**config.mk**
```make
export PLATFORM = sky130hd
export DESIGN_NAME = iterative_comparator
export DESIGN_NICKNAME = d
export VERILOG_FILES = /design/src/rtl/comparator_pkg.sv /design/src/rtl/chunk_comparator.sv /design/src/rtl/iterative_comparator.sv
export SDC_FILE = /design/constraint.sdc
export NUM_CORES = 1
export LEC_CHECK = 0
export ABC_CLOCK_PERIOD_IN_PS = 3000
export CORE_ASPECT_RATIO = 1.5
export CORE_MARGIN = 8
export CORE_UTILIZATION = 40
export CTS_CLUSTER_SIZE = 8
export DETAILED_ROUTE_END_ITERATION = 10
export PLACE_DENSITY = 0.74
export SYNTH_ARGS = -nofsm -noshare
export SYNTH_HDL_FRONTEND = slang
export SYNTH_HIERARCHICAL = 1
export SYNTH_SLANG_ARGS = --single-unit
```
**constraint.sdc**
```tcl
create_clock -name clk -period 3 [get_ports clk]
set_clock_uncertainty 0.05 [all_clocks]
set_input_delay 0.6 -clock clk [delete_from_list [all_inputs] [get_ports clk]]
set_output_delay 0.6 -clock clk [all_outputs]
set_load 0.1 [all_outputs]
```
**src/rtl/comparator_pkg.sv**
```systemverilog
// Shared types and branch funct3 decode for the iterative magnitude comparator.
// Pure declarations and combinational helpers; no state.
package comparator_pkg;

    typedef enum logic [1:0] {
        IDLE = 2'd0,
        RUN  = 2'd1,
        DONE = 2'd2
    } cmp_state_t;

    localparam logic [2:0] F3_BEQ  = 3'b000;
    localparam logic [2:0] F3_BNE  = 3'b001;
    localparam logic [2:0] F3_BLT  = 3'b100;
    localparam logic [2:0] F3_BGE  = 3'b101;
    localparam logic [2:0] F3_BLTU = 3'b110;
    localparam logic [2:0] F3_BGEU = 3'b111;

    // BLT/BGE compare signed; everything else (including reserved codes) unsigned.
    function automatic logic op_is_signed(input logic [2:0] op);
        return op[2] & ~op[1];
    endfunction

    function automatic logic branch_taken(input logic [2:0] op, input logic lt, input logic eq);
        logic t;
        t = 1'b0;
        case (op)
            F3_BEQ:           t = eq;
            F3_BNE:           t = ~eq;
            F3_BLT, F3_BLTU:  t = lt;
            F3_BGE, F3_BGEU:  t = ~lt;
            default:          t = 1'b0;
        endcase
        return t;
    endfunction

endpackage

```
**src/rtl/chunk_comparator.sv**
```systemverilog
// Cascadable W-bit unsigned magnitude compare; a decided upstream result wins.
// Latency: combinational; backpressure: none.
module chunk_comparator #(
    parameter int W = 4
) (
    input  logic [W-1:0] a,
    input  logic [W-1:0] b,
    input  logic         i_gt,
    input  logic         i_lt,
    input  logic         i_eq,
    output logic         gt,
    output logic         lt,
    output logic         eq
);

    assign gt = i_gt | (i_eq & (a > b));
    assign lt = i_lt | (i_eq & (a < b));
    assign eq = i_eq & (a == b);

endmodule

```
**src/rtl/iterative_comparator.sv**
```systemverilog
// MSB-first chunked comparator with branch decode; latency 1..N/CHUNK+1 cycles after accept.
// Accepts only in IDLE; holds results in DONE until out_ready.
module iterative_comparator
    import comparator_pkg::*;
#(
    parameter int N          = 64,
    parameter int CHUNK      = 4,
    parameter int EARLY_EXIT = 1
) (
    input  logic         clk,
    input  logic         rst,
    input  logic         in_valid,
    output logic         in_ready,
    input  logic [N-1:0] A,
    input  logic [N-1:0] B,
    input  logic [2:0]   op,
    output logic         out_valid,
    input  logic         out_ready,
    output logic         gt,
    output logic         lt,
    output logic         eq,
    output logic         taken,
    output logic         busy
);

    localparam int NCH = N / CHUNK;
    localparam int IW  = (NCH > 1) ? $clog2(NCH) : 1;

    generate
        if (N % CHUNK != 0) begin : g_bad_chunk
            $error("iterative_comparator: N must be a multiple of CHUNK");
        end
    endgenerate

    cmp_state_t state, state_nxt;

    // Element 0 of the packed chunk arrays is the most-significant chunk.
    logic [0:NCH-1][CHUNK-1:0] a_r, b_r;
    logic [IW-1:0]             idx;
    logic [2:0]                op_r;
    logic                      gt_r, lt_r, eq_r;

    logic c_gt, c_lt, c_eq;
    logic sign_split;
    logic chunk_diff;
    logic last_chunk;
    logic run_done;

    assign sign_split = op_is_signed(op) & (A[N-1] ^ B[N-1]);
    assign chunk_diff = (a_r[idx] != b_r[idx]);
    assign last_chunk = (idx == IW'(NCH - 1));
    assign run_done   = last_chunk | ((EARLY_EXIT != 0) & chunk_diff);

    chunk_comparator #(.W(CHUNK)) u_chunk (
        .a    (a_r[idx]),
        .b    (b_r[idx]),
        .i_gt (gt_r),
        .i_lt (lt_r),
        .i_eq (eq_r),
        .gt   (c_gt),
        .lt   (c_lt),
        .eq   (c_eq)
    );

    always_ff @(posedge clk) begin
        if (rst) begin
            state <= IDLE;
        end else begin
            state <= state_nxt;
        end
    end

    always_comb begin
        state_nxt = state;
        case (state)
            IDLE:    if (in_valid) state_nxt = sign_split ? DONE : RUN;
            RUN:     if (run_done) state_nxt = DONE;
            DONE:    if (out_ready) state_nxt = IDLE;
            default: state_nxt = IDLE;
        endcase
    end

    always_ff @(posedge clk) begin
        if (rst) begin
            a_r  <= '0;
            b_r  <= '0;
            op_r <= '0;
            idx  <= '0;
            gt_r <= 1'b0;
            lt_r <= 1'b0;
            eq_r <= 1'b0;
        end else begin
            case (state)
                IDLE: begin
                    if (in_valid) begin
                        a_r  <= A;
                        b_r  <= B;
                        op_r <= op;
                        idx  <= '0;
                        // Differing sign bits settle a signed compare immediately.
                        if (sign_split) begin
                            gt_r <= ~A[N-1];
                            lt_r <= A[N-1];
                            eq_r <= 1'b0;
                        end else begin
                            gt_r <= 1'b0;
                            lt_r <= 1'b0;
                            eq_r <= 1'b1;
                        end
                    end
                end
                RUN: begin
                    gt_r <= c_gt;
                    lt_r <= c_lt;
                    eq_r <= c_eq;
                    if (!run_done) idx <= idx + 1'b1;
                end
                default: ;
            endcase
        end
    end

    assign in_ready  = (state == IDLE);
    assign busy      = (state != IDLE);
    assign out_valid = (state == DONE);
    assign gt        = out_valid & gt_r;
    assign lt        = out_valid & lt_r;
    assign eq        = out_valid & eq_r;
    assign taken     = out_valid & branch_taken(op_r, lt_r, eq_r);

endmodule
```
### Yosys cells after proc, flatten, opt, wreduce, memory -nomap -nowiden

Cells that the tools add are included.

* reduce and logical (&&, ||, !) cells: 10
* multiplexer cells: 24
* equal/unequal tests: 14
* bitwise operators: 18
* add/sub/neg operators: 1
* $lt $le $gt $ge: 3

Operators by type and width (number)
* 4-bit binary-select mux with 4-bit select: 2
* 4-bit 2-to-1 mux: 6
* 3-bit equality test (second input constant): 4
* 1-bit bitwise AND: 9
* 2-bit 2-to-1 mux: 4
* 4-bit case mux with 2 select lines: 1
* 1-bit 2-to-1 mux: 6
* 2-bit inequality test (second input constant): 3
* 1-bit case mux with 2 select lines: 3
* 2-bit case mux with 3 select lines: 1
* 3-bit AND reduction: 2
* 5-bit >= comparator (second input constant): 1
* 4-bit inverter with 5-bit output: 1
* 4-bit by 1-bit adder with 4-bit output (second input constant): 1
* 4-bit equality test: 1
* 4-bit equality test (second input constant): 1
* 4-bit greater-than comparator: 1
* 4-bit < comparator: 1
* 4-bit inequality test: 1
* 1-bit inverter: 4
* 1-bit case mux with 4 select lines: 1
* 2-bit AND reduction: 2
* 2-bit nonzero test: 2
* 2-bit OR reduction: 2
* 8 further kinds: 10

* output and inout port bits: 7
* bits in registers: 140
* logic and storage cells: 108

### Logic depth before layout (Yosys ltp)

Gate-level depths: netlist (run 1).

* depth after elaboration: 8
* gate-level depth with buffers: 14
* depth with buffers taken out: 11

### By module

The synthesis (run 1) kept the hierarchy.

By module, submodules not included
* iterative_comparator: cells an instance 737, area an instance 6142.1 µm², times used 1
* chunk_comparator: cells an instance 18, area an instance 126.4 µm², times used 1

### Worst setup path after synthesis (run 1)

Ideal clock, no wire load.

* path type: reg-to-reg
* from: register state[0]
* to: register b_r[36] in the netlist's numbering
* arrival time: 4.024 ns
* library setup time: 0.070 ns
* setup slack: -1.144 ns
* cell stages (with the launch flop): 9
* cells stage by stage: dfxtp_1 > clkbuf_1 > nor2_1 > inv_1 > nor2_1 > clkbuf_1 > clkbuf_1 > nand2_1 > a21oi_1

* longest elaborated chain between the ends: 2

Ends and longest elaborated chain
* from (decl): line iterative_comparator.sv:35 `cmp_state_t state, state_nxt;`
* from (signal assigned): line iterative_comparator.sv:69 `state <= state_nxt;`
* 2-bit logical NOT
* named net in_ready: line iterative_comparator.sv:13 `output logic in_ready,`
* 2-bit AND reduction (no source line)
* to (signal assigned): line iterative_comparator.sv:86 `b_r <= '0;`
* to (signal assigned): line iterative_comparator.sv:97 `b_r <= B;`
* to (decl): line iterative_comparator.sv:38 `logic [0:NCH-1][CHUNK-1:0] a_r, b_r;`

The timed path passes the listed nets, and every way through them passes these cells.
A chain may end at the register's enable or synchronous reset.

### Worst setup path after layout (run 1)

* from: register idx[1]
* to: register idx[2]

* longest elaborated chain between the ends: 8

Ends and longest elaborated chain
* from (decl): line iterative_comparator.sv:39 `logic [IW-1:0] idx;`
* from (signal assigned): line iterative_comparator.sv:116 `if (!run_done) idx <= idx + 1'b1;`
* 4-bit inverter with 5-bit output (implied by the code): line iterative_comparator.sv:50 `assign chunk_diff = (a_r[idx] != b_r[idx]);`
* 4-bit binary-select mux with 4-bit select: line iterative_comparator.sv:50
* 4-bit 2-to-1 mux (implied by the code) (2 in series): line iterative_comparator.sv:50
* 4-bit inequality test: line iterative_comparator.sv:50
* 1-bit bitwise OR: line iterative_comparator.sv:52 `assign run_done = last_chunk | ((EARLY_EXIT != 0) & chunk_diff);`
* 2-bit inequality test (no source line)
* 3-bit AND reduction (no source line)

Several ways; a longest one is shown, not always the timed one. The select of a mux whose other input is x is not followed.

==> results.md, run 1 <==
- The number of flip-flops and latches in the synthesized netlist is 140.
- The tool flagged a number of max-cap violations equal to 0.
- CTS built an H-tree with a depth of 4.
- The final route contains 5,561 vias.
- The clock reaches the later pin of the worst-skew pair after 0.41 ns.
- The worst setup path is captured at a register.
- For this configuration, the core starts out at a cell density of 40.5%.
- The total wirelength of the detailed-routed design is 17,800 um.
- The wire-length estimate of the detail-placed layout is 13,000 um.
- The final design area excluding fillers is 8440 um2.
- The cell sitting at the root of the clock tree is a clkbuf_16.
- Yosys printed 6 warnings.
- The async set-reset flop share out of synthesis is 0%.
- The detailed-route vias per instance is 5.10.
- The die covers 20,000 um2.
- The share of synthesized area occupied by flip-flops and latches is 44.7%.
- Yosys attributes the largest share of cell area to dfxtp_1 (45%), nand2_1 (16%), a21oi_1 (11%), mux4_2 (8.6%), mux2i_1 (4.5%).
- The residual antenna-violating net count after detailed routing is 0.
- The cell area that synthesis handed to floorplanning was 6270 um2.
- The post-synthesis net count is 895.
- STA puts the critical path data required time at 3.28 ns.
- The overall track demand over capacity in global routing is 17.8%.
- After detailed routing, the average wire length per cell comes to 16.3 um.
- The via count of the first global-routing pass is 5,802.
- In the final layout, the share of cells above drive strength 1 is 10.1%.
- For this design the static power due to leakage is 3.06 nW.
- The count of endpoints failing hold in the final timing report is 0.
- Registers are responsible for 39.5% of the overall power.
- The boundary pin count is 142.
- Of all nets on the critical path, the largest fanout is 10.
- Excluding fillers, the count of instances in the completed layout stands at 1,091.
- The critical path class is reg -> reg.
- The initial antenna violation count was 1.
- The number of synthesized flops with an enable pin is 0.
- In this run the cell area measured after placement is 7860 um2.
- The maximum single-stage delay on the critical path is 0.54 ns.
- The synthesized area per cell is 8.30 um2.
- The max-slew violation total from the final report was 0.
- The most used flip-flop cell after synthesis is dfxtp_1.
- The launching element type of the critical path is a register.
- The slowest library cell on the worst path is or4_1.
- After layout, the worst path uses 95.0% of the clock period.
- The clock slew seen by the registers of the worst setup and hold paths is 0.06 ns.
- In this run the worst hold path is classified as reg -> reg.
- Entering global routing, the biggest net connects 76 pins.
- The net switching power figure is 0.00169 W.
- Across all register-to-register paths, the minimum setup slack is 0.15 ns.
- The final layout contains 1,014 nets.
- The cell row count is 56.
- The design internal power is 0.00392 W.
- Input and output buffers added on the ports amount to 141.
- Setup repair after global routing left no endpoint under its margin.
- Counting the buffers created by CTS gives 17.
- The critical path goes through buf_4 -> mux4_2 -> mux2i_1 -> xor2_1 -> o32ai_1 -> nand2_2 -> or4_1 -> a31oi_1.
- The flow ran to the end, and the final reports show no timing, DRC or antenna violations.
- The horizontal die dimension is 118 um.
- The synthesized design devotes to its leading area cell type 44.7% of total area.
- The portion of total power attributed to the clock network is 36.4%.
- The core box area is 15,500 um2.
- At the pin with the least slew margin, the transition time is 0.713 ns.
- The first-pass iteration count of the detailed router is 5.
- The smallest clock period supported by the final layout is computed as 2.85 ns.
- Data on the critical path arrives at its endpoint at 3.13 ns.
- Of the total power, combinational logic draws 24.1%.
- The filler cells instantiated in the layout total 1,407.
- The top achievable clock speed is 351 MHz.
- VDD sags by at most 0.379 mV.
- The clock tree from TritonCTS is built.
- After detailed routing, the number of remaining DRC violations is 0.
- The normalized max-slew margin is 52.5%.
- The final estimated routing congestion in global placement is 0.849.
- The setup-violating endpoint count in the final report is 0.
- Counting every sink on the clock net gives 140.
- Power spread over the standard cell area amounts to 666 nW/um2.
- The aggregate global routing overflow is 0.
- The first global-routing pass estimated 28,600 um of wire.
- The biggest area contributor in the post-synthesis netlist is dfxtp_1.
- The cell count after synthesis came out at 755.
- The maximum number of buffers from clock root to sink is 2.
- The height of the chip is 169 um.
- The number of cells in the design after placement is 1,058.
- The detailed router finished its first iteration with 381 violations.
- The number of unique standard cell types used by synthesis is 42.
- Once the clock tree was built, the setup fixing pass inserted 0 buffers.
- Relative to the synthesized area, the layout overhead comes to 34.6%.
- The switching power as a share of total power is 30.1%.
==> area by class of cell <==
cell class | instances | area (um2) | area share, %
multi-input cells | 545 | 3170 | 37.6
repair buffers | 160 | 1600 | 18.9
well taps | 203 | 254 | 3.01
clock buffers | 24 | 482 | 5.71
diodes | 1 | 2.50 | 0.0297
inverters | 10 | 37.5 | 0.445
flip-flops and latches | 140 | 2810 | 33.3
clock inverters | 8 | 90.1 | 1.07
==> cell usage in the layout (no fill, tap or decap), drive strengths merged, types with 4 or more instances in the layout <==
cell type        n
nand2          270
dfxtp          140
a21oi          135
clkdlybuf4s50  133
mux2i           29
buf             27
mux4            24
clkbuf          24
nor2            14
inv              9
a221oi           8
clkinv           7
xor2             6
nor3             5
ha               5
o21ai            5
a22oi            4
and2             4
nand3b           4
a211oi           4
==> worst max-delay path: cells and delay by family, from the launching register on <==
family | cells | cell delay, ns
DFF | 1 | 0.51
xor gates and xnor gates | 1 | 0.13
buffers and inverters | 1 | 0.19
muxes | 2 | 0.84
and+or+nand+nor | 2 | 0.71
AOI/OAI and AO/OA | 2 | 0.33
==> final timing paths <==
kind | endpoint | startpoint | cells past startpoint
max | idx[2] | idx[1] | 8
max reg2reg | idx[2] | idx[1] | 8
min | a_r[36] | a_r[36] | 2
min reg2reg | a_r[36] | a_r[36] | 2
==> stage by stage <==
step                      setup TNS (ns)  power (W)  setup slack, ns  hold slack, ns  util (%)
after CTS                              0    0.00564            0.166           0.401      54.4
after floorplan                   -38.05    0.00313           -0.386           0.383         -
after detailed placement               0    0.00361            0.203           0.393      50.7
after global placement                 0    0.00359            0.287           0.389      50.7
final                                  0    0.00561            0.151           0.400      54.5
after global routing                   0    0.00588           0.0174           0.419      54.5
==> registers in the layout, summed over array words and instances (netlist names) <==
name	cells
a_r	64
b_r	64
eq_r	1
gt_r	1
idx	4
lt_r	1
op_r	3
state	2
==> power groups by stage <==
| stage | Combinational, W | Sequential (W) | Clock, W |
|---|---|---|---|
| CTS | 0.00136 | 0.00222 | 0.00207 |
| detailed placement | 0.00135 | 0.00226 | 0 |
| global placement | 0.00134 | 0.00225 | 0 |
| global route | 0.00149 | 0.00224 | 0.00215 |
| floorplan | 0.000936 | 0.00219 | 0 |
| finish | 0.00136 | 0.00222 | 0.00204 |
==> per-layer routing <==
| metal | track usage [%] | vias to the layer above | part of all wire (%) |
|---|---|---|---|
| met5 | 0 | - | 0 |
| li1 | - | 2807 | - |
| met3 | 3.56 | 35 | 2.9 |
| met4 | 9.17 | 0 | 3.4 |
| met1 | 18.4 | 2589 | 38 |
| met2 | 33.4 | 130 | 56 |
==> Yosys cell counts, types with 2 or more instances <==
cell,n
clkbuf_1,48
nand3b_1,4
ha_1,5
mux4_2,24
nand3_1,3
nor2_1,14
buf_2,5
o311ai_1,2
o32ai_1,2
o211ai_1,2
a22oi_1,4
and2_1,4
a21oi_1,135
nor2b_1,3
nor3_1,5
nand2_1,269
o21ai_1,4
a211oi_1,4
dfxtp_1,140
mux2i_1,28
or4_1,3
inv_1,9
buf_6,5
a221oi_1,8
a31oi_1,3
xor2_1,6
==> kinds of logic after synthesis <==
| group | count (synthesis) | share of synthesized area [%] |
|---|---|---|
| xor gates and xnor gates | 8 | 1.24 |
| and+or+nand+nor | 310 | 19.7 |
| adders and majority gates | 5 | 0.998 |
| DFF | 140 | 44.7 |
| buffers and inverters | 70 | 5.13 |
| muxes | 53 | 13.3 |
| AOI/OAI and AO/OA | 169 | 15.0 |
==> timing repair <==
| action | in CTS | in global routing |
|---|---|---|
| resized for setup | 0 | 2 |
| hold buffers | 0 | 0 |
| endpoints found under the setup margin | 0 | 2 |
(Power assumes the default switching activity.)
==> inputs of run 2 (changes only) <==
--- a/config.mk
+++ b/config.mk
@@ -8,10 +8,11 @@
 export ABC_CLOCK_PERIOD_IN_PS = 3000
 export CORE_ASPECT_RATIO = 1.5
 export CORE_MARGIN = 8
-export CORE_UTILIZATION = 40
+export CORE_UTILIZATION = 50
 export CTS_CLUSTER_SIZE = 8
 export DETAILED_ROUTE_END_ITERATION = 10
-export PLACE_DENSITY = 0.74
+export GPL_TIMING_DRIVEN = 0
+export PLACE_DENSITY = 0.88
 export SYNTH_ARGS = -nofsm -noshare
 export SYNTH_HDL_FRONTEND = slang
 export SYNTH_HIERARCHICAL = 1
==> run 2 against run 1 <==
Sequential power barely moved. Final cell count fell by 1.2%. Global-route usage rose by 5.7 points. Die area fell by 18%. Maximum frequency fell by 3.4%. Flip-flop and latch count did not move. Clock-buffer cell count did not move. Clock power fell by 9.8%. Worst hold slack improved by 0.0013 ns. Sequential share of layout area barely moved. Total power fell by 2.5%. Register-to-register slack got worse by 0.10 ns. Largest power group unchanged. Highest routed layer unchanged.
==> results.md, run 2 (synthesis gave the netlist of run 1 again) <==
- The worst setup path is of the reg -> reg kind.
- The largest registers in the layout are a_r x64, b_r x64, idx x4.
- The maximum number of buffers from clock root to sink came to 2 (unchanged).
- The initial antenna violation count is 0 (-1).
- The residual antenna-violating net count after detailed routing is 0 (unchanged).
- The design internal power is 0.00375 W (-4.4%).
- The aggregate global routing overflow came to 0 (unchanged).
- The placed wire-length estimate after detailed placement is 14,000 um (+7.4%).
- The worst setup path is launched from a register.
- The actual slew at the worst max-slew pin is 0.992 ns (+0.279 ns).
- The first-pass GRT wire length is 30,200 um (+5.4%).
- The core box area was 12,400 um2 (-20%).
- The height of the chip came to 153 um (-9.6%).
- The largest fanout of any net on the critical path is 10 (unchanged).
- The clock slew seen by the registers of the worst setup and hold paths is 0.06 ns (about the same).
- The required time at the worst-slack endpoint is 3.30 ns (+0.02 ns).
- The cell row count is 50 (-11%).
- The top achievable clock speed is 339 MHz (-3.4%).
- The overall die area is 16,400 um2 (-18%).
- The clock root buffer master is clkbuf_16.
- The number of hold-repair buffers added at the cts stage was 0 (unchanged).
- The first-pass iteration count of the detailed router was 5 (unchanged).
- The count of port buffers added during placement is 140 (-0.71%).
- The worst-case vdd ir drop is 0.407 mV (+7.5%).
- Setup repair after global routing could not meet its margin everywhere.
- The most common cell after layout, fill and taps aside is nand2_1.
- The vias after detailed routing is 6,067 (+9.1%).
- The via count of the first global-routing pass is 6,266 (+8.0%).
- The DRC violation count after routing came to 0 (unchanged).
- The worst reg2reg path depth is 9 (+1).
- The overall track demand over capacity in global routing is 23.5% (+5.7 points).
- The number of inserted diodes came to 0 (-1).
- The fraction of layout instances using a drive strength above 1 was 8.35% (-1.8 points).
- The part of the power in registers came to 40.3% (+0.8 points).
- The portion of total power attributed to the clock network was 33.7% (-2.7 points).
- The number of CTS-inserted buffers was 17 (unchanged).
- The normalized max-slew margin came to 33.8% (-19 points).
- The worst register-to-register path ends at idx[2].
- The horizontal die dimension is 107 um (-9.1%).
- In the layout the commonest cells are nand2_1 (269), dfxtp_1 (140), a21oi_1 (135), clkdlybuf4s50_1 (133), clkbuf_1 (49).
- The clock latency on the worst-skew pair is 0.43 ns (+0.02 ns).
- The setup TNS after final layout came to 0 ns (unchanged).
- The setup-violating endpoint count in the final report is 0 (unchanged).
- The clock tree from TritonCTS is built.
- The final cycle utilization of the critical path came to 98.4% (+3.4 points).
- The arrival time of data at the critical path endpoint was 3.25 ns (+0.12 ns).
- The post-layout net count is 1,054 (+3.9%).
- The mean routed wirelength per cell came to 18.0 um (+11%).
- The number of maximum-capacitance violations is 0 (unchanged).
- The count of endpoints failing hold in the final timing report is 0 (unchanged).
- The sort of element at the end of the critical path is a register.
- The net switching power figure came to 0.00172 W (+1.8%).
- The launch point of the worst path is idx[1].
- The final core utilization is 68.0% (+14 points).
- The post-route minimum period is 2.95 ns (+0.102 ns).
- The register-to-register path setup slack came to 0.05 ns (-0.10 ns).
- The path type of the worst min-delay path is reg -> reg.
- The total of fill cells in the finished design is 978 (-30%).
- The maximum level of the CTS H-tree is 4 (unchanged).
- The standby leakage power was 3.06 nW (+0.19%).
- The max-slew violation total from the final report was 0 (unchanged).
- The startpoint identified for the worst register-to-register timing path is idx[1].
- The initial detailed-routing violation count came to 390 (+2.4%).
- The largest net degree at the start of global routing is 17 (-78%).
- The capturing instance or port of the critical path is idx[2].
- The starting utilization of the core area is 50.6% (+10 points).
- The sink count of the clock tree is 140 (unchanged).
- The combinational power share is 26.0% (+1.9 points).
- The detailed-route vias per instance is 5.63 (+10%).
- The total power density per cell area came to 649 nW/um2 (-2.4%).
- The final estimated routing congestion in global placement was 0.898 (+5.7%).
- The flow ran to the end, and the final reports show no timing, DRC or antenna violations.
- The total wirelength of the detailed-routed design is 19,400 um (+9.3%).
- The switching power as a share of total power was 31.4% (+1.3 points).
- The boundary pin count came to 142 (unchanged).
- The growth of design area from synthesis to finish is 34.5% (about the same).
-- run 2: metal layers --
| layer | global-route usage, % | share of wire, % |
|---|---|---|
| met5 | 0 | 0 |
| met1 | 23.3 | 35 |
| met4 | 14.8 | 5.3 |
| met3 | 7.70 | 7.6 |
| met2 | 41.0 | 52 |
-- run 2: per-stage QoR --
stage	hold slack, ns	total power, W	cell area [um2]	instances	setup slack (ns)
detailed placement	0.394	0.00362	7870	1051	-0.0729
floorplan	0.383	0.00313	6270	755	-0.386
global placement	0.388	0.00358	7870	1051	-0.0738
CTS	0.402	0.00544	8370	1078	0.00200
global route	0.419	0.00571	8430	1078	-0.0168
finish	0.401	0.00547	8430	1078	0.0492
-- run 2: power by group through the flow --
stage / Sequential, W / Clock [W] / Combinational (W)
final: 0.00220 / 0.00184 / 0.00143
after global routing: 0.00222 / 0.00195 / 0.00154
after CTS: 0.00220 / 0.00184 / 0.00140
after detailed placement: 0.00223 / 0 / 0.00139
after global placement: 0.00222 / 0 / 0.00136
after floorplan: 0.00219 / 0 / 0.000936
-- run 2: worst max-delay path, stage by stage, from the launching register on --
cell     delay [ns]
dfxtp_1        0.35
buf_6          0.19
buf_6          0.22
mux4_2         0.52
mux2i_1        0.31
xor2_1         0.13
o32ai_1        0.18
nand2_2        0.21
or4_1          0.54
a31oi_1        0.16
-- run 2: what timing repair did --
action	in CTS	in global routing
endpoints found under the setup margin	5	18
gates cloned	0	0
pin swaps	0	0
setup buffers	0	0
resized for setup	5	22
-- run 2: area by class of cell --
cell class / count / area, um2 / area share (%)
multi-input cells: 545 / 3190 / 37.9
flip-flops and latches: 140 / 2800 / 33.3
repair buffers: 140 / 1400 / 16.6
clock buffers: 24 / 492 / 5.83
plain buffers: 60 / 295 / 3.50
well taps: 156 / 195 / 2.32
inverters: 10 / 41.3 / 0.490
clock inverters: 3 / 15.0 / 0.178
-- run 2: worst min path at each step --
stage	depth (start not counted)	start	end
6_report	2	b_r[55]	b_r[55]
5_1_grt	2	b_r[40]	b_r[40]
4_1_cts	2	b_r[55]	b_r[55]
3_5_place_dp	2	b_r[55]	b_r[55]
3_3_place_gp	2	b_r[37]	b_r[37]
2_1_floorplan	2	a_r[10]	a_r[10]
